--- src/rtl/qr_stream_ctrl.sv ---
// Buffers one NUM_COL-beat matrix between the stream FIFOs and a QR_CORDIC engine so the
// engine sees a gap-free input burst and never sees output backpressure.
module qr_stream_ctrl #(
    parameter int TBITS       = 64,
    parameter int TBYTE       = 8,
    parameter int DATA_LENGTH = 13,
    parameter int NUM_COL     = 8,
    parameter int TIMEOUT     = 1024
) (
    input  logic                     clk,
    input  logic                     rst,
    input  logic                     cfg_en,
    input  logic [TBITS-1:0]         isif_data_dout,
    input  logic                     isif_last_dout,
    input  logic                     isif_empty_n,
    output logic                     isif_read,
    output logic [TBITS-1:0]         osif_data_din,
    output logic [TBYTE-1:0]         osif_strb_din,
    output logic                     osif_last_din,
    output logic                     osif_user_din,
    input  logic                     osif_full_n,
    output logic                     osif_write,
    output logic                     qr_in_valid,
    output logic [4*DATA_LENGTH-1:0] qr_in_data,
    input  logic                     qr_out_valid,
    input  logic [4*DATA_LENGTH-1:0] qr_out_data,
    output logic                     busy,
    output logic                     done,
    output logic                     err_len,
    output logic                     err_timeout,
    output logic [15:0]              mat_cnt
);

    localparam int DW = 4 * DATA_LENGTH;
    localparam int CW = (NUM_COL > 1) ? $clog2(NUM_COL) : 1;
    localparam int TW = (TIMEOUT > 1) ? $clog2(TIMEOUT) : 1;
    localparam logic [CW-1:0] CNT_LAST  = CW'(NUM_COL - 1);
    localparam logic [TW-1:0] TCNT_LAST = TW'(TIMEOUT - 1);

    localparam logic [2:0] S_IDLE  = 3'd0;
    localparam logic [2:0] S_LOAD  = 3'd1;
    localparam logic [2:0] S_FEED  = 3'd2;
    localparam logic [2:0] S_WAIT  = 3'd3;
    localparam logic [2:0] S_DRAIN = 3'd4;

    logic [2:0]    state;
    logic [CW-1:0] cnt;
    logic [TW-1:0] tcnt;
    logic [DW-1:0] ibuf [NUM_COL];
    logic [DW-1:0] obuf [NUM_COL];
    logic          pop;
    logic          cap;

    assign pop           = (state == S_LOAD) && isif_empty_n;
    assign cap           = (state == S_WAIT) && qr_out_valid;
    assign isif_read     = pop;
    assign osif_write    = (state == S_DRAIN) && osif_full_n;
    assign osif_data_din = (state == S_DRAIN) ? TBITS'(obuf[cnt]) : '0;
    assign osif_strb_din = '1;
    assign osif_user_din = (state == S_DRAIN) && (cnt == '0);
    assign osif_last_din = (state == S_DRAIN) && (cnt == CNT_LAST);
    assign busy          = (state != S_IDLE);

    generate
        if (TBITS > DW) begin : g_unused
            logic unused_hi;
            assign unused_hi = ^isif_data_dout[TBITS-1:DW];
        end
    endgenerate

    // NOTE: buffer storage has no reset; its contents are only read after being written,
    // so leaving it out of the reset keeps it plain RAM/flops without a reset network.
    always_ff @(posedge clk) begin
        if (pop) ibuf[cnt] <= isif_data_dout[DW-1:0];
        if (cap) obuf[cnt] <= qr_out_data;
    end

    // NOTE: every register here uses non-blocking assignment so all next-state values are
    // computed from the pre-edge state, independent of statement order.
    always_ff @(posedge clk or negedge rst) begin
        if (!rst) begin
            state       <= S_IDLE;
            cnt         <= '0;
            tcnt        <= '0;
            qr_in_valid <= 1'b0;
            qr_in_data  <= '0;
            done        <= 1'b0;
            err_len     <= 1'b0;
            err_timeout <= 1'b0;
            mat_cnt     <= '0;
        end else begin
            done <= 1'b0;
            case (state)
                S_IDLE: begin
                    if (cfg_en && isif_empty_n) begin
                        state <= S_LOAD;
                        cnt   <= '0;
                    end
                end
                S_LOAD: begin
                    if (pop) begin
                        if (cnt == CNT_LAST) begin
                            if (!isif_last_dout) err_len <= 1'b1;
                            // qr_in_valid rises with FEED so it is high exactly NUM_COL cycles
                            state       <= S_FEED;
                            cnt         <= '0;
                            qr_in_valid <= 1'b1;
                            qr_in_data  <= ibuf[0];
                        end else if (isif_last_dout) begin
                            err_len <= 1'b1;
                            state   <= S_IDLE;
                        end else begin
                            cnt <= cnt + CW'(1);
                        end
                    end
                end
                S_FEED: begin
                    if (cnt == CNT_LAST) begin
                        qr_in_valid <= 1'b0;
                        state       <= S_WAIT;
                        cnt         <= '0;
                        tcnt        <= '0;
                    end else begin
                        cnt        <= cnt + CW'(1);
                        qr_in_data <= ibuf[cnt + CW'(1)];
                    end
                end
                S_WAIT: begin
                    if (qr_out_valid) begin
                        tcnt <= '0;
                        if (cnt == CNT_LAST) begin
                            state <= S_DRAIN;
                            cnt   <= '0;
                        end else begin
                            cnt <= cnt + CW'(1);
                        end
                    end else if (tcnt == TCNT_LAST) begin
                        err_timeout <= 1'b1;
                        state       <= S_IDLE;
                    end else begin
                        tcnt <= tcnt + TW'(1);
                    end
                end
                S_DRAIN: begin
                    if (osif_full_n) begin
                        if (cnt == CNT_LAST) begin
                            done    <= 1'b1;
                            mat_cnt <= mat_cnt + 16'd1;
                            state   <= S_IDLE;
                            cnt     <= '0;
                        end else begin
                            cnt <= cnt + CW'(1);
                        end
                    end
                end
                default: state <= S_IDLE;
            endcase
        end
    end

endmodule

--- config.mk ---
export PLATFORM = sky130hd
export DESIGN_NAME = qr_stream_ctrl
export DESIGN_NICKNAME = d
export VERILOG_FILES = /design/src/rtl/qr_stream_ctrl.sv
export SDC_FILE = /design/constraint.sdc
export NUM_CORES = 1
export LEC_CHECK = 0
export CORE_ASPECT_RATIO = 1.4
export CORE_MARGIN = 3
export CORE_UTILIZATION = 43
export CTS_CLUSTER_SIZE = 40
export DETAILED_ROUTE_END_ITERATION = 8
export REMOVE_ABC_BUFFERS = 1
export SYNTH_ARGS = -nofsm -noshare
export SYNTH_HDL_FRONTEND = slang
export SYNTH_SLANG_ARGS = --single-unit
--- constraint.sdc ---
create_clock -name clk -period 10.21 [get_ports clk]
set_clock_uncertainty 0.15 [all_clocks]
set_input_delay 2.042 -clock clk [delete_from_list [all_inputs] [get_ports clk]]
set_output_delay 2.042 -clock clk [all_outputs]
set_load 0.05 [all_outputs]
==> results.cfg, run 1 <==
[setup_path]
cp_max_fo = 52
critPathRequiredTime_ns = 8.02
r2r_cells = 7
start_kind = flip-flop
worstSetupPathType = flip-flop to output pin
cp-end-kind = output pin
max_stage_delay_ns = 0.90
critical_path.cell_chain = clkinv_1 -> nor3_4 -> buf_4 -> a221oi_1 -> a31oi_1 -> clkdlybuf4s50_1
rrSetupSlack_ns = 5.94
r2r_end = qr_in_data[25]
rr_startpoint = cnt[0]
cp.arrival_ns = 4.47
cp_slowest_cell = clkdlybuf4s50_1
startpoint = cnt[0]

[clock_tree]
cts_num_sinks = 920
cts_max_path_buffers = 3
ctsHoldBuffers = 0
post_cts_resized = 0
clk_latency_ns = 0.65
htree_levels = 3
cts_setup_buffers = 0
cts_buffers = 89
clkTransAtPathRegs_ns = 0.06
cts-root-buf = clkbuf_16
tritoncts = built

[route]
first_pass_iters = 5
totalWireLength_um = 85300
wl_per_cell_um = 25.0
drc = 0
antenna_left = 0
vias = 19470
drtIter0Drc = 1335
via_per_inst = 5.71

[die]
dieArea_mm2 = 0.0849
core_area_mm2 = 0.0805
start_util_pct = 43.5
dieHeight_um = 344
rows = 123
ios = 272
die_w_um = 247

[global_route]
antenna_found_initial = 11
grt_use_total_pct = 20.0
grt_max_degree = 77
grt_pass1_wl_um = 127000
grt_pass1_vias = 20168
grt_overflow = 0

[worst_hold_path]
worstHoldStart = err_timeout
holdPathEnd = err_timeout
hold_path_class = flip-flop to flip-flop
whs_path_depth = 1

[power]
p_comb_share_pct = 25.7
p_leak_nw = 13.4
power.share.sequential_pct = 43.3
p_switching_mw = 3.19
power_mw = 10.3
sw_frac_of_total_pct = 30.8
internal_power_mw = 7.16
peakVddDrop_uv = 223
p_clk_share_pct = 31.0
powerDensity_mw_per_mm2 = 250

[synthesis]
synth_seq_area_share_pct = 77.7
ys_warn_count = 0
synthCells = 2035
synth_area_per_cell_um2 = 17.2
synth_edf_count = 832
yosysUniqueCellTypes = 59
synth_area_mm2 = 0.0350
async_reset_ff_share_pct = 9.57
synth-seq-cells = 920
ys.flop_type = edfxtp_1

[sta]
worstMarginPinSlew_ns = 1.05
rsz0062_at_grt = false
tns_ns = 0
max_slew_margin_pct = 30.0
period_share_pct = 65.3
setup_viol = 0
post-route-min-period_ns = 6.66
fmax_mhz = 150
hold_viol_final = 0
drv_slew = 0

[placement]
gp_congestion = 0.757
io_buffer_count = 239
place_hpwl_um = 44000

[cells_and_area]
drive_gt1_share_pct = 8.54
final_cell_mix = edfxtp_1, clkdlybuf4s50_1, mux2i_1
layout.cells.most_common = edfxtp_1
layout.nets = 2399
fillers = 6561
area_delta_synth_final_pct = 18.4

[job]
maxCapViolCount = 0

[run_status]
status = completed
sequential cells by signal, indices dropped and copies added, names as in the netlist:
name	count
err_len	1
mat_cnt	16
cnt	3
ibuf	416
obuf	416
done	1
err_timeout	1
qr_in_valid	1
qr_in_data	52
tcnt	10
state	3
cells by family after synthesis:
| logic type | count (synthesis) | synth area share (%) |
|---|---|---|
| simple gates | 266 | 3.76 |
| fa+ha+maj | 5 | 0.179 |
| buf+inv | 156 | 2.14 |
| mux | 214 | 6.13 |
| other cells | 2 | 0.0215 |
| xor+xnor | 16 | 0.400 |
| flops | 920 | 77.7 |
| compound gates | 456 | 9.71 |
final cells by class:
class | instances | area (µm²) | area share, %
sequential | 920 | 27200 | 65.6
multi-input combinational | 977 | 7350 | 17.7
timing repair buffer | 276 | 2670 | 6.44
clock buffer | 129 | 2490 | 6.01
tap | 1062 | 1330 | 3.21
clock inverter | 33 | 365 | 0.882
inverter | 7 | 26.3 | 0.0634
antenna | 5 | 12.5 | 0.0302
how the worst max path moves through the flow:
stage / endpoint / slack (ns) / cells past startpoint
floorplan: qr_in_data[0] / 2.68 / 6
global placement: isif_read / 3.53 / 4
detailed placement: isif_read / 3.54 / 4
CTS: osif_data_din[15] / 3.44 / 6
global route: osif_data_din[15] / 3.29 / 6
finish: osif_data_din[15] / 3.55 / 6
worst max-delay path, delay by kind of cell (launching register included):
| family | cells | cell delay, ns |
|---|---|---|
| flops | 1 | 0.87 |
| compound gates | 2 | 0.54 |
| simple gates | 1 | 0.27 |
| buf+inv | 3 | 2.10 |
power groups by stage:
stage | registers, mW | logic, mW | clock network, mW
final | 4.48 | 2.66 | 3.20
after global routing | 4.51 | 2.86 | 3.43
after CTS | 4.48 | 2.70 | 3.28
after detailed placement | 4.56 | 2.69 | 0
after global placement | 4.55 | 2.64 | 0
after floorplan | 4.79 | 1.72 | 0
synth_stat cells, types with 3 or more instances:
master      n  area share, %
nor2_1     78           0.84
buf_1       4          0.043
o21a_1      3          0.064
xnor2_1    12           0.30
a22o_1     53            1.3
nor2b_1     6           0.11
nand2b_1    3          0.054
ha_1        5           0.18
or3_1       4          0.071
nor4_1      3          0.054
mux2i_1   211            6.0
buf_4      20           0.43
nand4_1     8           0.14
and3_1      5          0.089
nor3_1      4          0.057
nand3_1    64           0.92
a31oi_1   108            1.9
dfrtp_1    88            6.3
clkbuf_1   60           0.64
and2_1      3          0.054
nand2_1    65           0.70
mux2_2      3          0.097
buf_2      64           0.92
a221oi_1   52            1.3
nor3b_1     3          0.064
a21oi_1     5          0.071
edfxtp_1  832             71
o21ai_0     9           0.13
a22oi_1   208            4.5
nor3b_2     3           0.11
inv_1       5          0.054
xor2_1      4           0.10
per-layer routing:
| layer | share of wire, % | vias to the layer above | global-route usage, % |
|---|---|---|---|
| met1 | 40 | 10033 | 24.9 |
| met2 | 50 | 616 | 34.6 |
| met5 | 0.096 | - | 0 |
| li1 | - | 8680 | - |
| met3 | 8.0 | 129 | 4.94 |
| met4 | 2.0 | 12 | 5.69 |
per-stage QoR:
step	hold WS (ns)	util [%]	std cells	cell area, µm²	worst slack, ns
2_1_floorplan	0.314	-	1904	34400	2.68
3_3_place_gp	0.305	47.9	3242	38600	3.53
3_5_place_dp	0.308	47.9	3242	38600	3.54
4_1_cts	0.321	51.5	3404	41400	3.44
5_1_grt	0.340	51.5	3405	41400	3.29
6_report	0.323	51.5	3409	41400	3.55
Power figures use the tool's default switching activity.
==> run 2, diff against run 1 <==
==> constraint.sdc (replaced) <==
create_clock -name clk -period 6 [get_ports clk]
set_clock_uncertainty 0.15 [all_clocks]
set_input_delay 1.2 -clock clk [delete_from_list [all_inputs] [get_ports clk]]
set_output_delay 1.2 -clock clk [all_outputs]
set_load 0.05 [all_outputs]
==> run 2 against run 1 <==
Clock power increased by 74%; largest cell class unchanged; wire length is 0.71% higher; setup slack worse by 3.0 ns; hold slack better by 0.011 ns; non-clock buffer count up 24; flip-flop and latch count stayed put; die area is the same; sequential share of layout area down 0.57 points; combinational power is 74% higher; register-to-register slack got worse by 3.8 ns; cell count up 0.73%.
==> results.cfg, run 2 (synthesized netlist as in run 1, its figures left out) <==
[sta]
hold_viol_final = 0
setup_viol = 0
post-route-min-period_ns = 5.40
period_share_pct = 90.1
worstMarginPinSlew_ns = 1.07
max_slew_margin_pct = 28.4
fmax_mhz = 185
finalWorstSetupSlack_ns = 0.597
rsz0062_at_grt = false
tns_ns = 0
drv_slew = 0

[placement]
io_buffer_count = 239
place_hpwl_um = 45900
pre_cts_slack_ns = 1.28
gp_congestion = 0.745

[global_route]
grt_use_met2_pct = 35.2
grt_overflow = 0
grt_use_total_pct = 20.1
globalRouteMet1Util_pct = 25.2
grt_pass1_wl_um = 127000
grt_pass1_vias = 20106
grt_max_degree = 105
antenna_found_initial = 8
met3_usage_pct = 3.79
grt-busiest-layer = met2

[cells_and_area]
layout.nets = 2421
area_delta_synth_final_pct = 19.4
regArea_mm2 = 0.0272
layout.cells.most_common = edfxtp_1
fillers = 6538
multiInputGateArea_mm2 = 0.00735
final_cell_mix = edfxtp_1, clkdlybuf4s50_1, mux2i_1
drive_gt1_share_pct = 9.93
top_regs = ibuf: 416 flops, obuf: 416 flops, qr_in_data: 52 flops

[worst_hold_path]
whs_path_depth = 1
hold_path_class = flip-flop to flip-flop

[power]
power.share.sequential_pct = 42.7
peakVddDrop_uv = 454
p_switching_mw = 5.46
powerDensity_mw_per_mm2 = 426
p_clk_share_pct = 31.3
p_comb_share_pct = 26.0
sw_frac_of_total_pct = 30.7
p_leak_nw = 13.6
internal_power_mw = 12.3

[setup_path]
worstSetupPathType = flip-flop to output pin
cp-end-kind = output pin
critical_path.cell_chain = and3_2 -> buf_4 -> a221oi_1 -> a31oi_1 -> clkdlybuf4s50_1
critPathRequiredTime_ns = 4.65
cp_max_fo = 23
r2r_cells = 7
cp_slowest_cell = clkdlybuf4s50_1
max_stage_delay_ns = 0.88
cp.arrival_ns = 4.05
rrSetupSlack_ns = 2.16
start_kind = flip-flop

[clock_tree]
ctsHoldBuffers = 0
post_cts_resized = 0
cts_max_path_buffers = 3
cts-root-buf = clkbuf_16
htree_levels = 3
cts_buffers = 87
cts_setup_buffers = 0
clk_latency_ns = 0.62
tritoncts = built
clkTransAtPathRegs_ns = 0.06
cts_num_sinks = 920

[die]
start_util_pct = 43.5
dieArea_mm2 = 0.0849
dieHeight_um = 344
rows = 123
die_w_um = 247
core_area_mm2 = 0.0805
ios = 272

[route]
drc = 0
vias = 19507
antenna_left = 0
totalWireLength_um = 85900
first_pass_iters = 5
wl_per_cell_um = 25.0
drtIter0Drc = 1335
via_per_inst = 5.68

[job]
maxCapViolCount = 0

[run_status]
status = completed
run 2: final timing paths:
path,from,to
max,cnt[2],osif_data_din[2]
min,mat_cnt[15],mat_cnt[15]
max reg2reg,cnt[1],qr_in_data[21]
min reg2reg,mat_cnt[15],mat_cnt[15]
max in group asynchronous,rst,mat_cnt[7]
min in group asynchronous,rst,qr_in_data[16]
run 2: power by group through the flow:
stage,Sequential [mW],Clock [mW],Combinational [mW]
floorplan,8.15,0,2.78
global placement,7.73,0,4.59
detailed placement,7.74,0,4.67
CTS,7.61,5.69,4.68
global route,7.65,5.94,4.96
finish,7.60,5.57,4.64
run 2: worst max-delay path, delay by kind of cell, from the launching register on:
kind                   cells  cell delay, ns
buffers and inverters      2            1.27
DFF                        1            0.86
and+or+nand+nor            1            0.80
AOI/OAI and AO/OA          2            0.44
run 2: layer usage:
layer / vias to the layer above / part of all wire, %
met5: - / 0.048
met2: 598 / 51
li1: 8720 / -
met1: 10057 / 40
met3: 126 / 6.4
met4: 6 / 2.3
run 2: per-stage QoR:
step	power (mW)	hold slack (ns)	utilization (%)	std cells	cell area [µm²]
floorplan	10.9	0.314	-	1904	34400
global placement	12.3	0.303	48.3	3266	38900
detailed placement	12.4	0.319	48.3	3266	38900
CTS	18.0	0.334	51.9	3429	41800
global route	18.5	0.351	51.9	3429	41800
finish	17.8	0.334	51.9	3434	41800
run 2: final cells by class:
cell class                 count  area share (%)
timing repair buffer         300            7.11
clock buffer                 117            5.82
tap                         1062            3.18
antenna                        5          0.0299
multi-input combinational    977            17.6
inverter                       7          0.0629
sequential                   920            65.1
clock inverter                46            1.16
==> run 3, diff against run 2 <==
--- a/config.mk
+++ b/config.mk
@@ -10,6 +10,7 @@
 export CORE_UTILIZATION = 43
 export CTS_CLUSTER_SIZE = 40
 export DETAILED_ROUTE_END_ITERATION = 8
+export GPL_TIMING_DRIVEN = 1
 export REMOVE_ABC_BUFFERS = 1
 export SYNTH_ARGS = -nofsm -noshare
 export SYNTH_HDL_FRONTEND = slang
==> results of run 3 <==
No change in the layout: final DEF, timing and power equal those of run 2.
